==> config.mk <==
export PLATFORM = sky130hd
export DESIGN_NAME = pool2x2_stream
export DESIGN_NICKNAME = d
export VERILOG_FILES = /design/src/rtl/pool2x2_stream.sv
export SDC_FILE = /design/constraint.sdc
export NUM_CORES = 1
export LEC_CHECK = 0
export BUFFER_PORTS_ARGS = -buffer_cell sky130_fd_sc_hd__buf_2
export CAP_MARGIN = 20
export CORE_MARGIN = 2
export CORE_UTILIZATION = 45
export CTS_CLUSTER_SIZE = 28
export DETAILED_ROUTE_END_ITERATION = 7
export PLACE_DENSITY = 0.59
export SLEW_MARGIN = 20
export SYNTH_ARGS = -nofsm -noshare
export SYNTH_HDL_FRONTEND = slang
export SYNTH_SLANG_ARGS = --single-unit
==> constraint.sdc <==
create_clock -name clk -period 6.47 [get_ports clk]
set_input_delay 0.647 -clock clk [delete_from_list [all_inputs] [get_ports clk]]
set_output_delay 0.647 -clock clk [all_outputs]
set_load 0.01 [all_outputs]
==> src/rtl/pool2x2_stream.sv <==
// Streaming 2x2 stride-2 pooling (floor average or max) over a raster-order pixel stream.
// Only a half-row buffer of column-pair partials is kept between the two rows of a window.
module pool2x2_stream #(
    parameter int DATA_W = 8,
    parameter int IMG_W  = 28,
    parameter int IMG_H  = 28,
    parameter int IDX_W  = 8
) (
    input  logic                     clk,
    input  logic                     reset,
    input  logic                     start,
    input  logic                     mode,
    input  logic signed [DATA_W-1:0] in_data,
    input  logic                     in_valid,
    output logic                     in_ready,
    output logic signed [DATA_W-1:0] out_data,
    output logic                     out_valid,
    input  logic                     out_ready,
    output logic [IDX_W-1:0]         out_idx,
    output logic                     out_last,
    output logic                     busy
);
    localparam int CW    = $clog2(IMG_W);
    localparam int RW    = $clog2(IMG_H);
    localparam int LW    = (CW > 1) ? CW - 1 : 1;
    localparam int N_OUT = (IMG_W / 2) * (IMG_H / 2);
    localparam logic [CW-1:0]    COL_LAST = CW'(IMG_W - 1);
    localparam logic [RW-1:0]    ROW_LAST = RW'(IMG_H - 1);
    localparam logic [IDX_W-1:0] IDX_LAST = IDX_W'(N_OUT - 1);

    logic                     rdy_en;
    logic [CW-1:0]            col;
    logic [RW-1:0]            row;
    logic signed [DATA_W-1:0] hold;
    logic                     mode_q;
    logic signed [DATA_W:0]   linebuf [2**LW];

    logic                     accept;
    logic                     out_fire;
    logic [LW-1:0]            lb_sel;
    logic signed [DATA_W-1:0] pair_max;
    logic signed [DATA_W:0]   pair_sum;
    logic signed [DATA_W:0]   partial;
    logic signed [DATA_W:0]   lb_rd;
    logic signed [DATA_W:0]   quad_max;
    logic signed [DATA_W+1:0] quad_sum;
    logic signed [DATA_W-1:0] result;

    // start blocks acceptance so the pixel offered alongside it is never consumed
    assign in_ready = rdy_en && !start && !(out_valid && !out_ready);
    assign accept   = in_valid && in_ready;
    assign out_fire = out_valid && out_ready;
    assign out_last = (out_idx == IDX_LAST);

    assign lb_sel   = LW'(col >> 1);
    assign lb_rd    = linebuf[lb_sel];

    assign pair_sum = {hold[DATA_W-1], hold} + {in_data[DATA_W-1], in_data};
    assign pair_max = (in_data > hold) ? in_data : hold;
    assign partial  = mode_q ? {pair_max[DATA_W-1], pair_max} : pair_sum;

    // arithmetic shift of the 4-pixel sum floors toward -inf and always fits DATA_W
    assign quad_sum = {partial[DATA_W], partial} + {lb_rd[DATA_W], lb_rd};
    assign quad_max = (partial > lb_rd) ? partial : lb_rd;
    assign result   = mode_q ? DATA_W'(quad_max) : DATA_W'(quad_sum >>> 2);

    always_ff @(posedge clk or negedge reset) begin
        if (!reset) begin
            rdy_en    <= 1'b0;
            col       <= '0;
            row       <= '0;
            hold      <= '0;
            mode_q    <= 1'b0;
            out_valid <= 1'b0;
            out_data  <= '0;
            out_idx   <= '0;
            busy      <= 1'b0;
        end else begin
            rdy_en <= 1'b1;
            if (start) begin
                col       <= '0;
                row       <= '0;
                out_valid <= 1'b0;
                out_idx   <= '0;
                busy      <= 1'b0;
            end else begin
                if (out_fire) begin
                    out_valid <= 1'b0;
                    out_idx   <= out_last ? '0 : out_idx + IDX_W'(1);
                    if (out_last) begin
                        busy <= 1'b0;
                    end
                end
                if (accept) begin
                    if (col == '0 && row == '0) begin
                        mode_q <= mode;
                        busy   <= 1'b1;
                    end
                    if (!col[0]) begin
                        hold <= in_data;
                    end else if (row[0]) begin
                        out_valid <= 1'b1;
                        out_data  <= result;
                    end
                    if (col == COL_LAST) begin
                        col <= '0;
                        row <= (row == ROW_LAST) ? '0 : row + RW'(1);
                    end else begin
                        col <= col + CW'(1);
                    end
                end
            end
        end
    end

    // row 0 of every frame rewrites each entry before row 1 reads it, so no reset is needed
    always_ff @(posedge clk) begin
        if (accept && col[0] && !row[0]) begin
            linebuf[lb_sel] <= partial;
        end
    end

endmodule

==> metrics.txt <==
outcome finished clean; WP data required 6790 ps; Synth Register Bits 182; setup TNS 0 ps; core area 19300 um^2; Synth async-reset ratio 0.209; final wirelength 19500 um; maximum VDD drop 221 uV; Syn Nets 685; Post-route DRC 0; Root Driver clkbuf_16; Least-Margin Pin Slew 1060 ps; Final Skew 11.7 ps; Slew Limit Headroom 0.288; insertion delay to the later sink of the worst-skew pair 430 ps; RSZ-0062 raised after global routing no; kind of critical path flip-flop to flip-flop; largest net degree at the start of global routing 39; syn_area_per_cell 13.9 um^2; Hold WC Path Type input port to asynchronous set/reset pin; synthesized area 8790 um^2; # fillers 1679; fin crit period 5200 ps; Starting Density 0.455; Die Y 144 um; Ys Warns 0; die area 20700 um^2; Clock transition at path regs 70 ps; Worst Reg-to-Reg Cells 17; main flop type after synthesis edfxtp_1; # port buffers 33; setup repair bufs after CTS 0; CP Launch Type flip-flop; ANT nets after route 0; Die Width 144 um; Hold Fails Final Rpt 0; TritonCTS clock tree yes; share of cells above drive strength 1 0.186; CTS resizes 0; Simple-Gate Fraction of Synth Area 0.0965; Final setup viols 0; vias in the first global route 5484; number of synthesized flops with an enable pin 144; clock tree buffer depth 2; drt initial violations 455; final period utilization 0.804; drt via density 5.75; Final nets 725; CP Cell Sequence inv_1 > ha_1 > a211oi_1 > a2bb2oi_2 > a211oi_1 > buf_4 > or2_1 > a211oi_1 > a31oi_1 > buf_4 > ha_1 > nand3_1 > o22ai_1 > or4_1 > o21ai_1 > a21oi_1 > a221o_1; Crit path top cell by count a211oi_1; Pleak 3.61 nW; Final GP Congestion 0.933; HPWL after DPL 13000 um; CP max-delay cell o21ai_1; first-pass GRT wire length 30600 um; I/O Pins 34; XOR/XNOR Fraction of Synth Area 0.0120; cells after synthesis 631; CTS buffer count 17; power density cells 322 nW/um^2; total number of vias 5459; complex-gate fraction of the synthesized area 0.0992; Final Util 0.510; Max-Cap Viols 0; DR WL/cell 20.6 um; antenna violations before repair 0; CP peak stage delay 800 ps; synth unique cells 68; # diodes 0; max frequency 192 MHz; TritonRoute pass-1 iters 5; CTS Hold Buffers Added 0; CTS Sinks 182; Final Max Slew Viols 0; critical path peak fanout 18; largest family of logic cells by synthesized area multiplexers; Area Overhead vs Synth 12.1%; CTS H-tree lvls 4; overall global routing resource usage 0.201; # rows 51; crit path DAT 5520 ps; fraction of the yosys area taken by sequential cells 0.600; synthesized-area fraction occupied by adder cells 0.0578; Remaining Overflow, GRT 0; crit end category flip-flop; post-synthesis mux area share 0.103
## Yosys cell counts, drive strengths merged (6+ instances only)
cell type | n | area share
nor2 | 32 | 0.014
nand3 | 11 | 0.0063
mux4 | 37 | 0.096
nand2b | 9 | 0.0064
a21oi | 32 | 0.018
buf | 16 | 0.011
or3 | 6 | 0.0043
nand2 | 41 | 0.018
clkbuf | 10 | 0.0043
dfrtp | 38 | 0.11
nor3b | 6 | 0.0057
o21ai | 27 | 0.015
a21o | 6 | 0.0051
inv | 37 | 0.016
nor3 | 17 | 0.0097
nor2b | 6 | 0.0043
edfxtp | 144 | 0.49
a22oi | 14 | 0.012
ha | 39 | 0.056
xnor2 | 6 | 0.0060
xor2 | 6 | 0.0060
## critical path, delay by kind of cell (launching register included)
family	cells	cell delay [ps]
AO/OA/AOI/OAI	9	2580
adder cells (fa/ha/maj)	2	660
buffers and inverters	3	540
flip-flops	1	390
AND/OR/NAND/NOR	3	900
## routing by layer
| metal | up-vias | part of all wire | GRT usage |
|---|---|---|---|
| met3 | 18 | 0.036 | 0.0293 |
| met1 | 2781 | 0.48 | 0.289 |
| met2 | 145 | 0.48 | 0.319 |
| met5 | - | 0 | 0 |
| met4 | 0 | 0.014 | 0.0614 |
| li1 | 2515 | - | - |
## cell families (layout without fill, tap and decap cells)
group                      after synthesis  in the layout
muxes                                   43             43
AOI/OAI and AO/OA                      129            129
DFF                                    182            182
xor gates and xnor gates                12             12
and+or+nand+nor                        161            161
buffers and inverters                   63            116
other                                    1              1
adders and majority gates               40             40
## final timing paths
kind,startpoint,endpoint,slack (ps)
max reg2reg,hold[5]$_DFFE_PN0P_,out_data[2]$_DFFE_PN0P_,1270
max in group asynchronous,reset,col[1]$_DFFE_PN0P_,5500
max,hold[5]$_DFFE_PN0P_,out_data[2]$_DFFE_PN0P_,1270
min reg2reg,out_data[4]$_DFFE_PN0P_,out_data[4]$_DFFE_PN0P_,510
min,reset,out_idx[4]$_DFFE_PN0P_,350
min in group clk,mode,mode_q$_DFFE_PN0P_,440
## layout make-up
type	count	area [um^2]	area share
clock buffer	20	437	0.0443
clock inverter	12	139	0.0141
inverter	37	139	0.0141
multi-input combinational	386	3260	0.331
sequential	182	5280	0.535
tap	265	332	0.0336
timing repair buffer	47	270	0.0274
## power by group
group	switching [mW]	leakage (nW)	internal, mW
clock	0.472	0.274	0.546
sequential	0.0159	1.80	1.41
combinational	0.468	1.53	0.255
total	0.956	3.61	2.21
## placed cells by master (no fill, tap or decap), types with 6 or more instances in the layout
cell / count
xnor2_1: 6
nor2b_1: 6
xor2_1: 6
ha_1: 39
dfrtp_1: 36
a22oi_1: 14
nand3_1: 11
nand2_1: 41
clkbuf_16: 17
nor2_1: 31
edfxtp_1: 144
mux4_2: 35
a21o_1: 6
inv_1: 37
buf_4: 14
or3_1: 6
nor3_1: 13
o21ai_0: 23
nand2b_1: 9
a21oi_1: 32
buf_2: 33
## sequential cells by signal, summed over array words and instances, names as in the netlist
signal / flops
out_valid: 1
rdy_en: 1
linebuf: 144
mode_q: 1
col: 5
row: 5
hold: 8
out_data: 8
busy: 1
out_idx: 8
## through the flow
stage | hold WS (ps) | power, mW | area (um^2) | setup slack, ps | std cells
after global placement | 485 | 2.14 | 9280 | 1180 | 917
after floorplan | 351 | 1.94 | 8790 | 1740 | 631
final | 348 | 3.17 | 9860 | 1270 | 949
after CTS | 378 | 3.18 | 9850 | 1330 | 949
after global routing | 420 | 3.31 | 9860 | 933 | 949
after detailed placement | 499 | 2.17 | 9280 | 1040 | 917
Note: power is estimated with default switching activity, not from simulation.
